===== src/rtl/serial_subtractor_nbit.sv =====
// Bit-serial N-bit subtractor: diff = a - b - b_in, one bit per clock, LSB first.
// Optional SERIAL_SUB_SIGNED_OVF_EN adds a registered two's-complement overflow output (ovf).
module serial_subtractor_nbit #(
    parameter int N = 8
) (
    input  logic         clk,
    input  logic         rst_n,
    input  logic         start,
    input  logic [N-1:0] a,
    input  logic [N-1:0] b,
    input  logic         b_in,
    output logic         busy,
    output logic         done,
    output logic [N-1:0] diff,
    output logic         b_out
`ifdef SERIAL_SUB_SIGNED_OVF_EN
    ,
    output logic         ovf
`endif
);

    // The counter must be able to hold the value N without wrapping.
    localparam int CW = $clog2(N + 1);
    localparam logic [CW-1:0] LAST_CNT = CW'(N - 1);

    typedef enum logic [1:0] {
        IDLE  = 2'd0,
        SHIFT = 2'd1,
        DONE  = 2'd2
    } state_t;

    state_t        state;
    state_t        state_next;
    logic [N-1:0]  a_sr;
    logic [N-1:0]  b_sr;
    logic [N-1:0]  res_sr;
    logic [N-1:0]  res_next;
    logic [CW-1:0] cnt;
    logic          r;
    logic          r_next;
    logic          d;
    logic          a0;
    logic          b0;
    logic          last_step;
    logic          accept;

    // Single full-subtractor cell operating on the current LSBs.
    always_comb begin
        a0        = a_sr[0];
        b0        = b_sr[0];
        d         = a0 ^ b0 ^ r;
        r_next    = (~a0 & b0) | (~(a0 ^ b0) & r);
        res_next  = res_sr >> 1;
        res_next[N-1] = d;
        last_step = (cnt == LAST_CNT);
        accept    = (state != SHIFT) && start;
    end

    always_ff @(posedge clk or negedge rst_n) begin
        if (!rst_n) begin
            state <= IDLE;
        end else begin
            state <= state_next;
        end
    end

    always_comb begin
        state_next = state;
        busy       = 1'b0;
        done       = 1'b0;
        case (state)
            IDLE: begin
                if (start) state_next = SHIFT;
            end
            SHIFT: begin
                busy = 1'b1;
                if (last_step) state_next = DONE;
            end
            DONE: begin
                done       = 1'b1;
                state_next = start ? SHIFT : IDLE;
            end
            default: state_next = IDLE;
        endcase
    end

    // Results load only on the final step, so diff/b_out survive a new start.
    always_ff @(posedge clk or negedge rst_n) begin
        if (!rst_n) begin
            a_sr   <= '0;
            b_sr   <= '0;
            res_sr <= '0;
            cnt    <= '0;
            r      <= 1'b0;
            diff   <= '0;
            b_out  <= 1'b0;
`ifdef SERIAL_SUB_SIGNED_OVF_EN
            ovf    <= 1'b0;
`endif
        end else if (accept) begin
            a_sr   <= a;
            b_sr   <= b;
            res_sr <= '0;
            cnt    <= '0;
            r      <= b_in;
        end else if (state == SHIFT) begin
            a_sr   <= a_sr >> 1;
            b_sr   <= b_sr >> 1;
            res_sr <= res_next;
            r      <= r_next;
            cnt    <= cnt + CW'(1);
            if (last_step) begin
                diff  <= res_next;
                b_out <= r_next;
`ifdef SERIAL_SUB_SIGNED_OVF_EN
                // Borrow into the MSB step versus borrow out of it.
                ovf   <= r ^ r_next;
`endif
            end
        end
    end

endmodule


===== config.mk =====
export PLATFORM = sky130hd
export DESIGN_NAME = serial_subtractor_nbit
export DESIGN_NICKNAME = d
export VERILOG_FILES = /design/src/rtl/serial_subtractor_nbit.sv
export SDC_FILE = /design/constraint.sdc
export NUM_CORES = 1
export LEC_CHECK = 0
export BUFFER_PORTS_ARGS = -buffer_cell sky130_fd_sc_hd__buf_2
export CORE_AREA = 2 2 61 63
export DETAILED_ROUTE_END_ITERATION = 10
export DIE_AREA = 0 0 63 65
export PLACE_DENSITY = 0.78
export SLEW_MARGIN = 20
export SYNTH_ARGS = -nofsm -noshare
export SYNTH_HDL_FRONTEND = slang
export SYNTH_SLANG_ARGS = --single-unit

===== constraint.sdc =====
create_clock -name clk -period 1.7 [get_ports clk]
set_input_delay 0.17 -clock clk [delete_from_list [all_inputs] [get_ports clk]]
set_output_delay 0.17 -clock clk [all_outputs]
set_load 0.02 [all_outputs]

# Yosys cells after proc, flatten, opt, wreduce, memory -nomap -nowiden
# Cells that the tools add are included.
totals:
  out_inout_bits: 11
  input_bits: 20
  regBits: 40
op_classes:
  n_bitwise: 8
  n_reduce_logical: 5
  muxes: 16
  n_eq_ne: 6
  n_addsub: 1
op_table:
  columns: ["cell", "n"]
  rows:
  - ["8-bit 2-to-1 mux", 6]
  - ["4-bit 2-to-1 mux", 2]
  - ["2-bit one-hot mux with 3 select lines", 1]
  - ["1-bit 2-to-1 mux", 5]
  - ["4-bit by 1-bit adder with 4-bit output (second input constant)", 1]
  - ["4-bit by 3-bit == test with 1-bit output (second input constant)", 1]
  - ["2-bit 2-to-1 mux", 2]
  - ["2-bit != test (second input constant)", 2]
  - ["1-bit NOT", 3]
  - ["3-bit AND reduction", 1]
  - ["1-bit bitwise AND", 2]
  - ["2-bit by 1-bit == test with 1-bit output (second input constant)", 1]
  - ["2-bit == test (second input constant)", 1]
  - ["2-bit zero test", 1]
  - ["2-bit by 1-bit != test with 1-bit output (second input constant)", 1]
  - ["2-bit AND reduction", 1]
  - ["2-bit nonzero test", 1]
  - ["1-bit bitwise XOR", 2]
  - ["1-bit logical AND", 1]
  - ["1-bit bitwise OR", 1]

# Depth between registers and ports, before layout
# Gate-level depths: netlist of run 1.
depth:
  ltp_word: 6
  ltp_mapped: 6

# Worst setup path after synthesis of run 1
# Ideal clock, no wire load.
synth_path:
  path_kind: "register to register"
  startpoint: "register state[1]"
  endpoint: "register diff[0]"
  arrival_time_ps: 1354
  setup_time_ps: 125
  stages_incl_launch_ff: 5
  t_required_ps: 1575
  setup_slack_ps: 222
  path_buffers: 1
  synth_period_minus_slack_ps: 1478
  path_cell_list: "dfrtp_1 -> nand2b_1 -> buf_2 -> nor3_4 -> mux2_2"
synth_between:
  elab_chain_len: 4
  elab_cells_between_ends: 5
  classes_between: "eq/ne (2); bitwise (1); reduce/logical (2)"
synth_lines:
  columns: ["element", "line_no", "text"]
  rows:
  - ["start, declared", "32", "state_t state;"]
  - ["start signal, assigned", "63", "state <= state_next;"]
  - ["2-bit by 1-bit != test with 1-bit output", "56", "accept = (state != SHIFT) && start;"]
  - ["1-bit logical AND", "56", null]
  - ["1-bit NOT (no source line)", null, null]
  - ["3-bit AND reduction (no source line) *", null, null]
  - ["end signal, assigned", "113", "diff <= res_next;"]
  - ["end, declared", "14", "output logic [N-1:0] diff,"]
# Mark *: on every way between the ends. The rest lies on a longest branch, timed or not.
# A chain may end at the register's enable or synchronous reset.

# Worst setup path in the final report of run 1
layout_path:
  startpoint: "register state[1]"
  endpoint: "output port busy"
layout_between:
  elab_chain_len: 2
layout_lines:
  columns: ["element", "line_no", "text"]
  rows:
  - ["2-bit by 1-bit == test with 1-bit output", "71", "case (state)"]
  - ["1-bit 2-to-1 mux", "71", null]
  - ["end, declared", "12", "output logic busy,"]
# Every way passes these cells.

==> flow_summary.json, run 1 <==
{
  "status": "complete, no violations",
  "htree_levels": 2,
  "p_seq_frac": 0.454,
  "path_cells": "nand2b_2 -> inv_2 -> buf_12 -> buf_2",
  "grt_pass1_vias": 1203,
  "min_path_type": "in -> reg",
  "grt_setup_unrepaired": "false",
  "maxCapViolCount": 0,
  "synth_nets": 174,
  "wl_um": 2890,
  "crit_type": "reg -> out",
  "drtPass1Iterations": 4,
  "synth-seq-cells": 39,
  "grt_first_pass_wirelength_um": 5180,
  "nFillCells": 318,
  "io_pins": 31,
  "slew_headroom": 0.711,
  "swShare": 0.358,
  "p_switching_mw": 1.23,
  "power.density_nw_per_um2": 1700,
  "cts_buffers": 5,
  "max_freq_mhz": 632,
  "start_util": 0.478,
  "setup_viol": 0,
  "p_int_mw": 2.22,
  "io_buffer_count": 30,
  "fin_area_um2": 2030,
  "place_hpwl_um": 2090,
  "cp_data_required_time_ns": 1.53,
  "tightestPinTransition_ns": 0.432,
  "netlist_area_um2": 1670,
  "vias": 1179,
  "fp-row-count": 22,
  "coreArea_um2": 3500,
  "gp_congestion": 0.771,
  "clock_power_share": 0.185,
  "clk_pin_slew_ns": 0.11,
  "drive_gt1_frac": 0.300,
  "slowest_stage": "dfrtp_1",
  "fin_setup_tns_ns": 0,
  "n_antenna_cell": 0,
  "vias_per_cell": 4.95,
  "fin_crit_sh": 0.931,
  "grtUsageTotal": 0.164,
  "final_antenna_net_count": 0,
  "cp.arrival_ns": 1.41,
  "synth_edf_count": 0,
  "cp_top_family": "buffers and inverters",
  "nNetsFinal": 211,
  "syn_area_per_cell_um2": 11.0,
  "setup.worst_path.start_class": "register",
  "cts_buffer_depth": 2,
  "crit_fanout": 30,
  "yosysWarnings": 0,
  "area_growth_pct": 21.3,
  "cts-root-buf": "clkbuf_4",
  "fin_skew_ns": 0.00895,
  "place_area_um2": 1910,
  "drtIter0Drc": 57,
  "die-area_um2": 4100,
  "ys_async_sr_fraction": 1.00,
  "vdd_drop_max_mv": 0.781,
  "cts_sinks": 39,
  "drv_slew": 0,
  "comb_power_share": 0.360,
  "routedWlPerCell_um": 12.1,
  "grt-ovfl-total": 0,
  "power.static_leakage_nw": 0.985,
  "dieWidth_um": 63,
  "worstSkewPairLatency_ns": 0.33,
  "cp-end-kind": "output port",
  "synth_cells": 152,
  "crit_buf_inv": 3,
  "seq_area_frac_synth": 0.584,
  "ys.flop_type": "dfrtp_1",
  "antenna_found_initial": 0,
  "min_period_ns": 1.58,
  "dieHeight_um": 65,
  "cpPeakStageDelay_ns": 0.40,
  "synth.distinct_cells": 20,
  "hold_viol_final": 0,
  "cts_tree": "done",
  "post-route-util": 0.580,
  "grt_max_degree": 40,
  "drc": 0
}
[metrics by stage]
stage               power (mW)  hold WS (ns)  std cells  setup slack (ns)
floorplan                 2.37        -0.126        152             0.222
finish                    3.45        0.0791        238             0.117
global placement          2.72         0.146        227             0.227
CTS                       3.45        0.0699        236            0.0240
global route              3.75        0.0790        238           0.00904
detailed placement        2.81         0.151        227             0.164
[kinds of logic after synthesis]
logic type / count (synthesis) / share of synthesized area
mux: 25 / 0.156
buf+inv: 14 / 0.0337
simple gates: 41 / 0.107
xor+xnor: 1 / 0.00524
compound gates: 30 / 0.0944
fa+ha+maj: 2 / 0.0195
flops: 39 / 0.584
[routing by layer]
metal	share of wire	up-vias	global-route usage
li1	-	581	-
met1	0.46	569	0.197
met2	0.49	27	0.279
met3	0.044	2	0.0590
met4	0.0045	0	0.0417
met5	0	-	0
[tightest hold or removal path: cells and delay by family]
family,cells,cell delay (ns)
and+or+nand+nor,1,0.08
buffers and inverters,1,0.07
muxes,1,0.05
[cell usage after synthesis (2+ instances only)]
master / count / share of area
buf_2: 3 / 0.0090
clkbuf_1: 6 / 0.013
dfrtp_1: 39 / 0.58
inv_1: 5 / 0.011
mux2_2: 8 / 0.054
mux2i_1: 17 / 0.10
nand2_1: 32 / 0.072
nand3_1: 3 / 0.0090
nor2_1: 2 / 0.0045
o21ai_0: 27 / 0.081
[power groups by stage]
| stage | Clock, mW | Combinational, mW | Sequential [mW] |
|---|---|---|---|
| 3_3_place_gp | 0 | 1.16 | 1.56 |
| 6_report | 0.639 | 1.24 | 1.57 |
| 2_1_floorplan | 0 | 0.711 | 1.66 |
| 4_1_cts | 0.650 | 1.23 | 1.57 |
| 5_1_grt | 0.698 | 1.43 | 1.62 |
| 3_5_place_dp | 0 | 1.22 | 1.59 |
[layout make-up]
| class | count | area, um2 | area share |
|---|---|---|---|
| flip-flops and latches | 39 | 976 | 0.481 |
| multi-input cells | 99 | 641 | 0.316 |
| repair buffers | 39 | 245 | 0.121 |
| well taps | 48 | 60.1 | 0.0296 |
| clock buffers | 6 | 51.3 | 0.0253 |
| clock inverters | 2 | 35.0 | 0.0173 |
| inverters | 5 | 18.8 | 0.00926 |
[final timing paths]
check	start	to	slack [ns]	depth (start not counted)
setup / recovery	state[1]	busy	0.12	4
hold / removal	a[7]	a_sr[7]	0.08	3
setup reg to reg	cnt[0]	diff[0]	0.16	4
hold reg to reg	b_sr[2]	b_sr[1]	0.49	2
max in group asynchronous	rst_n	state[0]	1.20	3
min in group asynchronous	rst_n	cnt[2]	0.32	3
[sequential cells by signal, summed over array words and instances (netlist names)]
signal	cells
state	2
r	1
res_sr	7
a_sr	8
b_sr	8
cnt	4
b_out	1
diff	8
[cell usage in the layout, fill, tap and decap left out, drive strengths merged, types with 2 or more instances in the layout]
cell type  count
dfrtp         39
buf           38
nand2         32
o21ai         27
mux2i         17
mux2           8
clkbuf         6
inv            5
nand3          3
nor2           2
[what timing repair did]
| item | in CTS | in global routing |
|---|---|---|
| gates resized for setup | 1 | 1 |
| setup endpoints to repair | 1 | 1 |
| hold buffers | 1 | 0 |
| hold endpoints to repair | 39 | 0 |
| buffers inserted | 0 | 2 |
(Power assumes the default switching activity.)
==> run 2: changes to the inputs <==
Settings changed: PLACE_DENSITY 0.78 to 0.71.
==> flow_summary.json, run 2 (same netlist as run 1, synthesis figures left out) <==
{
  "hold_viol_final": 0,
  "place_area_um2": 1890,
  "cts_buffers": 5,
  "grt-ovfl-total": 0,
  "grtUsageTotal": 0.172,
  "grt_max_degree": 40,
  "crit_type": "reg -> out",
  "cp.arrival_ns": 1.38,
  "drv_slew": 0,
  "fin_crit_sh": 0.910,
  "slew_headroom": 0.449,
  "clk_pin_slew_ns": 0.12,
  "fp-row-count": 22,
  "area_growth_pct": 18.8,
  "maxCapViolCount": 0,
  "final_common_cell": "dfrtp_1",
  "reg.largest.list": "a_sr: 8 flops, b_sr: 8 flops, diff: 8 flops",
  "dpl_worst_slack_ns": 0.173,
  "antenna_found_initial": 0,
  "path_cells": "nand2b_2 -> inv_4 -> buf_2",
  "dieWidth_um": 63,
  "status": "complete, no violations",
  "top_layer": "met4",
  "cts-root-buf": "clkbuf_4",
  "gp_congestion": 0.732,
  "wl_um": 3020,
  "setup_viol": 0,
  "crit_fanout": 12,
  "drtPass1Iterations": 4,
  "drc": 0,
  "vdd_drop_max_mv": 0.642,
  "cp_top_family": "flip-flops",
  "cts_tree": "done",
  "drive_gt1_frac": 0.293,
  "total_power_mw": 3.38,
  "dieHeight_um": 65,
  "fin_skew_ns": 0.00455,
  "nFillCells": 325,
  "cp-end-kind": "output port",
  "met1_length_um": 1310,
  "coreArea_um2": 3500,
  "grt_setup_unrepaired": "false",
  "routedWlPerCell_um": 12.8,
  "post_cts_buffers": 0,
  "vias": 1186,
  "nNetsFinal": 209,
  "cp_data_required_time_ns": 1.53,
  "vias_per_cell": 5.03,
  "io_buffer_count": 30,
  "multiInputGateArea_um2": 641,
  "grt_pass1_vias": 1220,
  "setup_ws_ns": 0.154,
  "final_cell_mix": "dfrtp_1, nand2_1, buf_2",
  "worstSkewPairLatency_ns": 0.35,
  "register_area_um2": 976,
  "cts_buffer_depth": 2,
  "min_path_type": "in -> reg",
  "slowest_stage": "dfrtp_1",
  "power.static_leakage_nw": 0.963,
  "die-area_um2": 4100,
  "io_pins": 31,
  "place_hpwl_um": 2210,
  "tightestPinTransition_ns": 0.827,
  "fin_area_um2": 1980,
  "final_antenna_net_count": 0,
  "setup.worst_path.start_class": "register",
  "max_freq_mhz": 647,
  "fin_setup_tns_ns": 0,
  "power.density_nw_per_um2": 1700,
  "fin_hold_ws_ns": 0.0677,
  "grt_first_pass_wirelength_um": 5370,
  "n_antenna_cell": 0,
  "htree_levels": 2,
  "wl_met2_um": 1480,
  "drtIter0Drc": 58,
  "met3_length_um": 179,
  "crit_buf_inv": 2,
  "start_util": 0.478,
  "cpPeakStageDelay_ns": 0.41,
  "min_period_ns": 1.55,
  "cts_sinks": 39
}
run 2: changes by cell type in the layout (fill, tap and decap cells not counted), sizes merged:
cell,previous run,this run
clkinv,1,2
clkbuf,6,5
buf,38,36
run 2: worst paths after layout:
check	startpoint	endpoint	slack, ns	cells past startpoint
min	b[7]	b_sr[7]	0.07	3
max	state[1]	busy	0.15	3
min in group asynchronous	rst_n	res_sr[1]	0.45	2
max in group asynchronous	rst_n	b_sr[5]	0.73	2
min reg2reg	b_sr[3]	b_sr[2]	0.50	2
max reg2reg	state[1]	diff[3]	0.18	4
run 2: metal layers:
layer | vias to the layer above | global-route usage
met5 | - | 0
met4 | 0 | 0.0583
met3 | 5 | 0.0573
met2 | 32 | 0.295
met1 | 567 | 0.202
li1 | 582 | -
run 2: power breakdown:
group / switching [mW] / internal [mW] / total [mW]
combinational: 0.698 / 0.503 / 1.20
clock: 0.309 / 0.309 / 0.618
sequential: 0.239 / 1.32 / 1.56
run 2: per-stage QoR:
stage	cells	util
after floorplan	152	-
after global placement	227	0.540
after detailed placement	227	0.540
after CTS	236	0.566
after global routing	236	0.568
final	236	0.568
run 2: what timing repair did:
action | in CTS | in global routing
hold endpoints to repair | 39 | 0
resized for setup | 1 | 2
setup endpoints to repair | 1 | 1
hold buffers | 1 | 0
run 2: worst register-to-register path: cells and delay by family (launching register included):
kind | cells | cell delay (ns)
AND/OR/NAND/NOR | 2 | 0.45
flip-flops | 1 | 0.41
multiplexers | 1 | 0.35
buffers and inverters | 1 | 0.20
run 2: layout make-up:
class / instances / area share
multi-input combinational: 99 / 0.323
sequential: 39 / 0.492
inverter: 5 / 0.0107
timing repair buffer: 37 / 0.103
tap: 48 / 0.0303
clock buffer: 5 / 0.0189
clock inverter: 3 / 0.0221
==> run 3: changes to the inputs <==
Settings changed: HOLD_SLACK_MARGIN from default to 0.15.
==> flow_summary.json, run 3 (same netlist as run 1, synthesis figures left out) <==
{
  "status": "complete, no violations",
  "holdCritStartpoint": "b[0]",
  "grt-ovfl-total": 0,
  "final_common_cell": "dfrtp_1",
  "cts-root-buf": "clkbuf_4",
  "place_hpwl_um": 2210,
  "cts_sinks": 39,
  "n_antenna_cell": 0,
  "register_area_um2": 976,
  "gp_congestion": 0.732,
  "clk_pin_slew_ns": 0.12,
  "nFillCells": 306,
  "io_pins": 31,
  "drive_gt1_frac": 0.271,
  "hold_depth": 3,
  "cts_tree": "done",
  "setup_viol": 0,
  "rrSetupSlack_ns": 0.18,
  "multiInputGateArea_um2": 641,
  "setup.worst_path.start_class": "register",
  "coreArea_um2": 3500,
  "io_buffer_count": 30,
  "setup_ws_ns": 0.153,
  "slew_headroom": 0.446,
  "min_period_ns": 1.55,
  "dieHeight_um": 65,
  "max_freq_mhz": 646,
  "drv_slew": 0,
  "cts_buffers": 5,
  "crit_type": "reg -> out",
  "vias": 1261,
  "path_cells": "nand2b_2 -> inv_4 -> buf_2",
  "routedWlPerCell_um": 12.8,
  "fin_area_um2": 2130,
  "min_path_type": "in -> reg",
  "antenna_found_initial": 0,
  "drtIter0Drc": 59,
  "cp-end-kind": "output port",
  "hold_viol_final": 0,
  "fin_crit_sh": 0.910,
  "dieWidth_um": 63,
  "grt_first_pass_wirelength_um": 5660,
  "grt_pass1_vias": 1288,
  "reg2reg_depth": 4,
  "reg.largest.list": "a_sr: 8 flops, b_sr: 8 flops, diff: 8 flops",
  "grtUsageTotal": 0.181,
  "die-area_um2": 4100,
  "cpPeakStageDelay_ns": 0.41,
  "maxCapViolCount": 0,
  "power.density_nw_per_um2": 1600,
  "grt_setup_unrepaired": "false",
  "vdd_drop_max_mv": 0.673,
  "tightestPinTransition_ns": 0.831,
  "power.static_leakage_nw": 1.03,
  "htree_levels": 2,
  "drtPass1Iterations": 4,
  "crit_fanout": 12,
  "fin_skew_ns": 0.00639,
  "slowest_stage": "dfrtp_1",
  "final_cell_mix": "dfrtp_1, nand2_1, buf_2",
  "vias_per_cell": 5.02,
  "post_cts_buffers": 0,
  "final_antenna_net_count": 0,
  "area_growth_pct": 27.8,
  "place_area_um2": 1890,
  "cts_buffer_depth": 2,
  "worstSkewPairLatency_ns": 0.35,
  "hold_path_end": "b_sr[0]",
  "wl_um": 3220,
  "r2r-start": "state[1]",
  "nNetsFinal": 224,
  "dpl_worst_slack_ns": 0.173,
  "fin_setup_tns_ns": 0,
  "cp_data_required_time_ns": 1.53,
  "drc": 0,
  "r2r_end": "diff[3]",
  "start_util": 0.478,
  "cp.arrival_ns": 1.38,
  "fp-row-count": 22,
  "grt_max_degree": 40
}
==> run 3: worst max path at each step <==
stage	from	to	slack [ns]
after CTS	state[1]	busy	0.03
after global placement	state[1]	diff[5]	0.24
after floorplan	state[1]	diff[0]	0.22
after global routing	state[1]	busy	0.05
final	state[1]	busy	0.15
after detailed placement	state[1]	diff[1]	0.17
==> run 3: routing by layer <==
| layer | share of wire | global-route usage | vias up | wire length [um] |
|---|---|---|---|---|
| met4 | 0.016 | 0.0583 | 0 | 53 |
| met3 | 0.047 | 0.0503 | 7 | 151 |
| met1 | 0.42 | 0.211 | 608 | 1370 |
| li1 | - | - | 610 | - |
| met5 | 0 | 0 | - | 0 |
| met2 | 0.51 | 0.322 | 36 | 1650 |
==> run 3: repair_timing <==
item,in CTS,in global routing
hold buffers,16,0
setup endpoints to repair,1,1
gates resized for setup,1,2
hold endpoints to repair,54,0
==> run 3: critical path: cells and delay by family (launching register included) <==
kind	cells	cell delay, ns
buffers and inverters	2	0.34
flip-flops	1	0.41
AND/OR/NAND/NOR	1	0.27
==> run 3: metrics by stage <==
stage | total power, mW | std cells | hold WS, ns | util
6_report | 3.42 | 251 | 0.173 | 0.611
5_1_grt | 3.70 | 251 | 0.176 | 0.611
4_1_cts | 3.45 | 251 | 0.152 | 0.609
3_5_place_dp | 2.79 | 227 | 0.322 | 0.540
3_3_place_gp | 2.72 | 227 | 0.308 | 0.540
2_1_floorplan | 2.37 | 152 | -0.126 | -
==> run 3: report_power, final <==
group | switching (mW) | internal (mW) | leakage (nW)
Sequential | 0.239 | 1.32 | 0.488
Clock | 0.314 | 0.309 | 0.0452
Combinational | 0.707 | 0.526 | 0.492
Total | 1.26 | 2.16 | 1.03
==> run 3: area by class of cell <==
type | count | share of cell area
sequential | 39 | 0.457
multi-input combinational | 99 | 0.300
inverter | 5 | 0.00996
timing repair buffer | 52 | 0.166
clock buffer | 5 | 0.0176
tap | 48 | 0.0281
clock inverter | 3 | 0.0205
